**src/rtl/calc_pkg.sv**
```systemverilog
// ---------------------------------------------------------------------------
// calc_pkg
// Shared types and constants for the calculator front end.
//   KEY_W       : width of a key code on the keypad interface
//   KEY_NONE    : key code reported while no key is accepted
//   kp_state_t  : keypad debounce FSM states
//   kp_result_t : classification of one full matrix scan
// Helper functions summarise one column's 4 bit-line sample.
// ---------------------------------------------------------------------------
package calc_pkg;

    localparam int KEY_W = 5;
    localparam logic [KEY_W-1:0] KEY_NONE = 5'h1F;

    typedef enum logic [1:0] {
        IDLE,
        PRESS,
        HELD,
        RELEASE
    } kp_state_t;

    typedef enum logic [1:0] {
        NONE,
        ONE,
        MULTI
    } kp_result_t;

    // Number of asserted bits, saturating at 2 (we only care about 0/1/many).
    function automatic logic [1:0] count_sat2(input logic [3:0] bits);
        logic [2:0] total;
        total = 3'(bits[0]) + 3'(bits[1]) + 3'(bits[2]) + 3'(bits[3]);
        return (total >= 3'd2) ? 2'd2 : total[1:0];
    endfunction

    // Index of the lowest asserted bit; 0 when none is set.
    function automatic logic [1:0] first_bit(input logic [3:0] bits);
        logic [1:0] idx;
        idx = 2'd0;
        for (int i = 3; i >= 0; i--) begin
            if (bits[i]) idx = 2'(i);
        end
        return idx;
    endfunction

endpackage

```
**src/rtl/keypad_col_driver.sv**
```systemverilog
// ---------------------------------------------------------------------------
// keypad_col_driver
// Walks the keypad word lines: each of the 4 columns is driven for SCAN_DIV
// clocks, and the bit lines are sampled on the last clock of each dwell so
// the matrix has settled.
// Ports:
//   clk, rst      : clock, asynchronous active-high reset
//   enable        : low parks the driver (no drive, column/dwell cleared)
//   word_lines[4] : one-hot active-high word-line drive
//   col[2]        : column currently driven
//   sample        : bit lines are valid to sample this cycle
//   scan_end      : sample cycle of column 3 (a full scan completes)
// ---------------------------------------------------------------------------
module keypad_col_driver #(
    parameter int SCAN_DIV = 1000
) (
    input  logic       clk,
    input  logic       rst,
    input  logic       enable,
    output logic [3:0] word_lines,
    output logic [1:0] col,
    output logic       sample,
    output logic       scan_end
);

    localparam int DIV_W = (SCAN_DIV > 1) ? $clog2(SCAN_DIV) : 1;
    localparam logic [DIV_W-1:0] DWELL_LAST = DIV_W'(SCAN_DIV - 1);

    logic [DIV_W-1:0] dwell_q;
    logic [1:0]       col_q;
    logic             drive_en_q;

    // drive_en_q resets high so the word lines come out of reset at 0001,
    // and drops for a disabled period. On re-enable it is raised first
    // with the counters still at zero, so the restart gets a full dwell.
    // NOTE: sequential state uses non-blocking (<=) so every register
    // samples pre-edge values; blocking here would create order races.
    always_ff @(posedge clk or posedge rst) begin
        if (rst) begin
            dwell_q    <= '0;
            col_q      <= 2'd0;
            drive_en_q <= 1'b1;
        end else if (!enable) begin
            dwell_q    <= '0;
            col_q      <= 2'd0;
            drive_en_q <= 1'b0;
        end else if (!drive_en_q) begin
            drive_en_q <= 1'b1;
        end else if (dwell_q == DWELL_LAST) begin
            dwell_q <= '0;
            col_q   <= col_q + 2'd1;   // 3 -> 0 wraps naturally
        end else begin
            dwell_q <= dwell_q + DIV_W'(1);
        end
    end

    assign col        = col_q;
    assign word_lines = drive_en_q ? (4'b0001 << col_q) : 4'b0000;
    assign sample     = enable && drive_en_q && (dwell_q == DWELL_LAST);
    assign scan_end   = sample && (col_q == 2'd3);

endmodule

```
**src/rtl/keypad_scanner.sv**
```systemverilog
// ---------------------------------------------------------------------------
// keypad_scanner
// Owns the 4x4 calculator keypad: scans the matrix, debounces press and
// release over whole scans, and reports one key event per press.
// Optional build macro KEYPAD_AUTOREPEAT_EN: while a key stays held, a new
// o_key_valid pulse is issued every REPEAT_SCANS scans.
// Ports:
//   clk, rst        : clock, asynchronous active-high reset
//   i_enable        : low forces idle (no drive, outputs cleared)
//   i_bit_lines[4]  : synchronised matrix bit lines, active high
//   o_word_lines[4] : one-hot active-high word-line drive
//   o_key_value[5]  : accepted key code (word*4 + bit), 5'h1F when none
//   o_key_valid     : one-cycle pulse per key event
//   o_key_held      : high while the accepted key remains held
// ---------------------------------------------------------------------------
module keypad_scanner
    import calc_pkg::*;
#(
    parameter int SCAN_DIV       = 1000,
    parameter int DEBOUNCE_SCANS = 4,
    parameter int REPEAT_SCANS   = 32
) (
    input  logic             clk,
    input  logic             rst,
    input  logic             i_enable,
    input  logic [3:0]       i_bit_lines,
    output logic [3:0]       o_word_lines,
    output logic [KEY_W-1:0] o_key_value,
    output logic             o_key_valid,
    output logic             o_key_held
);

    if (SCAN_DIV < 2 || DEBOUNCE_SCANS < 1 || REPEAT_SCANS < 1) begin : g_bad_params
        $error("keypad_scanner: SCAN_DIV>=2, DEBOUNCE_SCANS>=1, REPEAT_SCANS>=1 required");
    end

    localparam int CNT_W = $clog2(DEBOUNCE_SCANS + 1);
    localparam logic [CNT_W-1:0] CNT_ONE = CNT_W'(1);
    localparam logic [CNT_W-1:0] CNT_MAX = CNT_W'(DEBOUNCE_SCANS);

    // ---------------------------------------------------------------
    // Column sequencing
    // ---------------------------------------------------------------
    logic [1:0] col;
    logic       sample;
    logic       scan_end;

    keypad_col_driver #(
        .SCAN_DIV (SCAN_DIV)
    ) u_col_driver (
        .clk        (clk),
        .rst        (rst),
        .enable     (i_enable),
        .word_lines (o_word_lines),
        .col        (col),
        .sample     (sample),
        .scan_end   (scan_end)
    );

    // ---------------------------------------------------------------
    // Per-scan accumulator: key count (0/1/many) and first code seen.
    // The column-3 sample is folded in combinationally so the scan
    // result is complete on the scan_end cycle itself.
    // ---------------------------------------------------------------
    logic [1:0] acc_cnt_q;
    logic [3:0] acc_code_q;
    logic [2:0] cnt_sum;
    logic [1:0] scan_cnt;
    logic [3:0] scan_code;
    kp_result_t scan_result;

    assign cnt_sum   = {1'b0, acc_cnt_q} + {1'b0, count_sat2(i_bit_lines)};
    assign scan_cnt  = (cnt_sum >= 3'd2) ? 2'd2 : cnt_sum[1:0];
    // Scan order is column 0..3, bit 0..3: an earlier hit keeps priority.
    assign scan_code = (acc_cnt_q != 2'd0) ? acc_code_q : {col, first_bit(i_bit_lines)};

    // NOTE: every signal written in an always_comb gets a default first,
    // otherwise an unassigned path infers a latch.
    always_comb begin
        scan_result = NONE;
        case (scan_cnt)
            2'd1:    scan_result = ONE;
            2'd2:    scan_result = MULTI;
            default: scan_result = NONE;
        endcase
    end

    always_ff @(posedge clk or posedge rst) begin
        if (rst) begin
            acc_cnt_q  <= 2'd0;
            acc_code_q <= 4'd0;
        end else if (!i_enable || scan_end) begin
            acc_cnt_q  <= 2'd0;
            acc_code_q <= 4'd0;
        end else if (sample) begin
            acc_cnt_q  <= scan_cnt;
            acc_code_q <= scan_code;
        end
    end

    // ---------------------------------------------------------------
    // Debounce FSM, advanced only at scan end
    // ---------------------------------------------------------------
    kp_state_t        state_q, state_d;
    logic [3:0]       cand_q, cand_d;
    logic [CNT_W-1:0] cnt_q, cnt_d, cnt_inc;
    logic [KEY_W-1:0] value_d;
    logic             valid_d;
    logic             held_d;
    logic             same_key;

`ifdef KEYPAD_AUTOREPEAT_EN
    localparam int REP_W = $clog2(REPEAT_SCANS + 1);
    localparam logic [REP_W-1:0] REP_MAX = REP_W'(REPEAT_SCANS);
    logic [REP_W-1:0] rep_q, rep_d, rep_inc;
    assign rep_inc = rep_q + REP_W'(1);
`endif

    assign cnt_inc  = cnt_q + CNT_W'(1);
    // MULTI never matches, so it behaves as NONE for release purposes.
    assign same_key = (scan_result == ONE) && (scan_code == cand_q);

    always_comb begin
        state_d = state_q;
        cand_d  = cand_q;
        cnt_d   = cnt_q;
        value_d = o_key_value;
        held_d  = o_key_held;
        valid_d = 1'b0;
`ifdef KEYPAD_AUTOREPEAT_EN
        rep_d   = rep_q;
`endif
        if (!i_enable) begin
            state_d = IDLE;
            cand_d  = 4'd0;
            cnt_d   = '0;
            value_d = KEY_NONE;
            held_d  = 1'b0;
`ifdef KEYPAD_AUTOREPEAT_EN
            rep_d   = '0;
`endif
        end else if (scan_end) begin
            case (state_q)
                IDLE: begin
                    if (scan_result == ONE) begin
                        cand_d = scan_code;
                        if (DEBOUNCE_SCANS == 1) begin
                            state_d = HELD;
                            cnt_d   = '0;
                            value_d = {1'b0, scan_code};
                            held_d  = 1'b1;
                            valid_d = 1'b1;
`ifdef KEYPAD_AUTOREPEAT_EN
                            rep_d   = '0;
`endif
                        end else begin
                            state_d = PRESS;
                            cnt_d   = CNT_ONE;
                        end
                    end
                end
                PRESS: begin
                    if (same_key) begin
                        if (cnt_inc == CNT_MAX) begin
                            state_d = HELD;
                            cnt_d   = '0;
                            value_d = {1'b0, cand_q};
                            held_d  = 1'b1;
                            valid_d = 1'b1;
`ifdef KEYPAD_AUTOREPEAT_EN
                            rep_d   = '0;
`endif
                        end else begin
                            cnt_d = cnt_inc;
                        end
                    end else if (scan_result == ONE) begin
                        // A different single key restarts debouncing on it.
                        cand_d = scan_code;
                        cnt_d  = CNT_ONE;
                    end else begin
                        state_d = IDLE;
                        cnt_d   = '0;
                    end
                end
                HELD: begin
                    if (same_key) begin
`ifdef KEYPAD_AUTOREPEAT_EN
                        if (rep_inc == REP_MAX) begin
                            rep_d   = '0;
                            valid_d = 1'b1;
                        end else begin
                            rep_d = rep_inc;
                        end
`endif
                    end else if (DEBOUNCE_SCANS == 1) begin
                        state_d = IDLE;
                        cnt_d   = '0;
                        value_d = KEY_NONE;
                        held_d  = 1'b0;
                    end else begin
                        state_d = RELEASE;
                        cnt_d   = CNT_ONE;
                    end
                end
                RELEASE: begin
                    if (same_key) begin
                        // Bounce back onto the held key: no new event.
                        state_d = HELD;
                        cnt_d   = '0;
`ifdef KEYPAD_AUTOREPEAT_EN
                        rep_d   = '0;
`endif
                    end else if (cnt_inc == CNT_MAX) begin
                        // A different key is ignored until IDLE is reached.
                        state_d = IDLE;
                        cnt_d   = '0;
                        value_d = KEY_NONE;
                        held_d  = 1'b0;
                    end else begin
                        cnt_d = cnt_inc;
                    end
                end
                default: begin
                    state_d = IDLE;
                    cnt_d   = '0;
                end
            endcase
        end
    end

    always_ff @(posedge clk or posedge rst) begin
        if (rst) begin
            state_q     <= IDLE;
            cand_q      <= 4'd0;
            cnt_q       <= '0;
            o_key_value <= KEY_NONE;
            o_key_valid <= 1'b0;
            o_key_held  <= 1'b0;
        end else begin
            state_q     <= state_d;
            cand_q      <= cand_d;
            cnt_q       <= cnt_d;
            o_key_value <= value_d;
            o_key_valid <= valid_d;
            o_key_held  <= held_d;
        end
    end

`ifdef KEYPAD_AUTOREPEAT_EN
    always_ff @(posedge clk or posedge rst) begin
        if (rst) begin
            rep_q <= '0;
        end else begin
            rep_q <= rep_d;
        end
    end
`endif

endmodule

```
**config.mk**
```make
export PLATFORM = sky130hd
export DESIGN_NAME = keypad_scanner
export DESIGN_NICKNAME = d
export VERILOG_FILES = /design/src/rtl/calc_pkg.sv /design/src/rtl/keypad_col_driver.sv /design/src/rtl/keypad_scanner.sv
export SDC_FILE = /design/constraint.sdc
export NUM_CORES = 1
export LEC_CHECK = 0
export CELL_PAD_IN_SITES_DETAIL_PLACEMENT = 0
export CELL_PAD_IN_SITES_GLOBAL_PLACEMENT = 1
export CORE_ASPECT_RATIO = 0.75
export CORE_MARGIN = 1
export CORE_UTILIZATION = 35
export CTS_BUF_LIST = sky130_fd_sc_hd__clkbuf_16
export CTS_CLUSTER_DIAMETER = 60
export DETAILED_ROUTE_END_ITERATION = 10
export GPL_TIMING_DRIVEN = 0
export HOLD_SLACK_MARGIN = 0.02
export PLACE_DENSITY = 0.75
export SLEW_MARGIN = 15
export SYNTH_ARGS = -nofsm -noshare
export SYNTH_HDL_FRONTEND = slang
export SYNTH_SLANG_ARGS = --single-unit
```
**constraint.sdc**
```tcl
create_clock -name clk -period 2.8 [get_ports clk]
set_clock_uncertainty 0.05 [all_clocks]
set_input_delay 0.56 -clock clk [delete_from_list [all_inputs] [get_ports clk]]
set_output_delay 0.56 -clock clk [all_outputs]
set_load 0.01 [all_outputs]
```
==> impl_metrics.yaml <==
detailed_routing:
  routedWlPerCell_um: 14.7
  viasPerCell: 5.21
  wl_um: 5080
  first_pass_iters: 4
  via_count: 1797
  ant_nets: 0
  drt_iter0_drc: 142
  drcViolationCount: 0
sta:
  grt_setup_unrepaired: "true"
  timing.final.ws_setup_ns: -0.799
  finalCriticalPeriod_ns: 3.60
  fin_crit_sh: 1.29
  drv_slew: 0
  timing_hold_violations_final: 0
  slew_headroom: 0.484
  tightest_slew_ns: 0.768
  finalSetupViolCount: 16
  max_freq_mhz: 278
worst_hold_path:
  hp-class: "flop to flop"
logic_synthesis:
  synthMostInstantiatedCell: "dfrtp_1"
  synth_cell_types: 52
  syn_area_per_cell_um2: 9.35
  syn_inst: 230
  synth_compound_area_frac: 0.178
  synth_common_cells: "29 x dfrtp_1, 26 x nor2_1, 22 x nand2_1"
  synthXorXnorAreaFrac: 0.0605
  synthTopCellsByArea: "dfrtp_1 34%, dfstp_2 7.3%, ha_1 5.8%"
  ys_async_sr_fraction: 1.00
  synthSimpleGateAreaFrac: 0.220
  yosys.area.top_type_share: 0.337
  synth_top_family_by_area: "simple AND/OR/NAND/NOR gates"
  synth_seq_area_share: 0.411
  syn-cell-area_um2: 2150
  synthAdderAreaFrac: 0.0768
  synth_mux_area_frac: 0.00931
  synth_edf_count: 0
  synth_fp_nets: 249
  synth_seq_cells: 35
  synth-main-ff-cell: "dfrtp_1"
  synth_top_cell_by_area: "dfrtp_1"
  yosys_warnings: 0
power_and_ir_drop:
  finalPower_mw: 1.19
  power.leakage_nw: 1.16
  vdd_ir_drop_max_uv: 314
  power_density_nw_per_um2: 415
critical_path:
  critPathArrivalTime_ns: 3.72
  cp-start-kind: "input port"
  path_max_fanout: 5
  cp-end-kind: "flop"
  worstPathRequired_ns: 2.92
  critical_path_class: "input port to flop"
clock_tree:
  cts.sink_count: 35
  clkTransAtPathRegs_ns: 0.06
  cts_buffers: 5
  ctsLongestPathBuffers: 2
  postCtsHoldBufs: 0
  tritoncts: "built"
  clk_latency_ns: 0.28
  htreeDepth: 2
  clockRootBuffer: "clkbuf_16"
grt:
  grt_use_total: 0.172
  grt_antenna_before_repair: 0
  overflow: 0
  grt_pass1_vias: 1750
  grt_max_degree: 36
  grt_pass1_wl_um: 8650
die:
  chipHeight_um: 69.9
  core_area_um2: 5860
  start_util: 0.367
  die_area_um2: 6470
  ios: 18
  num_rows: 24
  die_w_um: 92.5
placed_design:
  pre_cts_ws_ns: -1.85
  dpl_cell_area_um2: 2470
  place_inst: 325
  place_hpwl_um: 3480
  routabilityCongestion: 0.780
  io_buffers: 17
finish:
  fin_nets: 285
  drive_above_1_share: 0.232
  area_growth_pct: 33.0
  final_cells: 345
  fin_area_um2: 2860
  diodes: 0
flow_run:
  maxCapViolCount: 0
status:
  status: "finished, violations left"
  failed_checks: "setup timing"
-- stage by stage --
stage / TNS, ns / utilization / hold WS (ns)
final: -11.22 / 0.489 / 0.450
after CTS: -11.05 / 0.469 / 0.455
after floorplan: -12.01 / - / 0.410
after global placement: -29.46 / 0.422 / 0.434
after detailed placement: -29.31 / 0.422 / 0.438
after global routing: -13.30 / 0.489 / 0.477
-- area by class of cell --
class / count / area (um2)
clock buffer: 5 / 125
inverter: 14 / 67.6
multi-input combinational: 172 / 1330
tap: 78 / 97.6
timing repair buffer: 29 / 300
buffer: 9 / 42.5
sequential: 35 / 883
clock inverter: 3 / 11.3
fill: 569 / 2990
-- report_power, final --
part	total, mW	leakage [nW]	internal [mW]	switching [mW]
clock	0.523	0.0701	0.320	0.203
sequential	0.518	0.465	0.513	0.00508
combinational	0.146	0.627	0.0616	0.0841
-- cell families after synthesis --
| group | after synthesis |
|---|---|
| and+or+nand+nor | 92 |
| AOI/OAI and AO/OA | 52 |
| DFF | 35 |
| buffers and inverters | 23 |
| xor gates and xnor gates | 14 |
| adders and majority gates | 12 |
| muxes | 2 |
-- layer usage --
layer / GRT usage / part of all wire / wire, um
met2: 0.247 / 0.42 / 2150
met4: 0.0625 / 0.013 / 65
met1: 0.256 / 0.53 / 2690
met3: 0.0349 / 0.035 / 179
met5: 0 / 0 / 0
-- critical path, stage by stage --
cell and delay, ns:
buf_8 0.08, inv_4 0.03, fa_1 0.52, inv_1 0.04
ha_2 0.16, inv_2 0.06, ha_4 0.12, and2_4 0.14
ha_4 0.11, inv_2 0.03, fa_1 0.46, and3_4 0.20
o21ai_2 0.06, and4bb_1 0.24, buf_6 0.15, a2111oi_4 0.41
nor2_1 0.08, a311oi_1 0.27
-- timing repair --
item | 4_1_cts | 5_1_grt
hold endpoints to repair | 0 | 0
setup buffers | 8 | 5
setup endpoints to repair | 18 | 17
resized for setup | 37 | 20
pin swaps | 13 | 14
-- final timing paths --
kind,startpoint,end,slack (ns),cells past startpoint
setup reg to reg,u_col_driver.drive_en_q,cand_q[3],-0.16,7
setup / recovery,i_bit_lines[3],cand_q[3],-0.80,18
hold reg to reg,acc_code_q[3],acc_code_q[3],0.45,1
max in group asynchronous,rst,acc_code_q[0],1.58,2
min in group asynchronous,rst,cand_q[3],0.67,2
hold / removal,acc_code_q[3],acc_code_q[3],0.45,1
-- state kept, by name, summed over array words and instances, names as in the netlist --
register                 flops
acc_cnt_q                    2
acc_code_q                   4
cand_q                       4
cnt_q                        3
o_key_held                   1
o_key_valid                  1
o_key_value                  5
state_q                      2
u_col_driver.col             2
u_col_driver.drive_en_q      1
u_col_driver.dwell_q        10
-- layout by cell type (no fill, tap or decap), drive strengths merged, types with 10 or more instances in the layout --
master / count
a21oi: 13
buf: 18
inv: 15
nor2: 26
dfrtp: 29
clkdlybuf4s50: 14
clkbuf: 11
ha: 10
nand2: 22
o21ai: 14
Note: power is estimated with default switching activity, not from simulation.
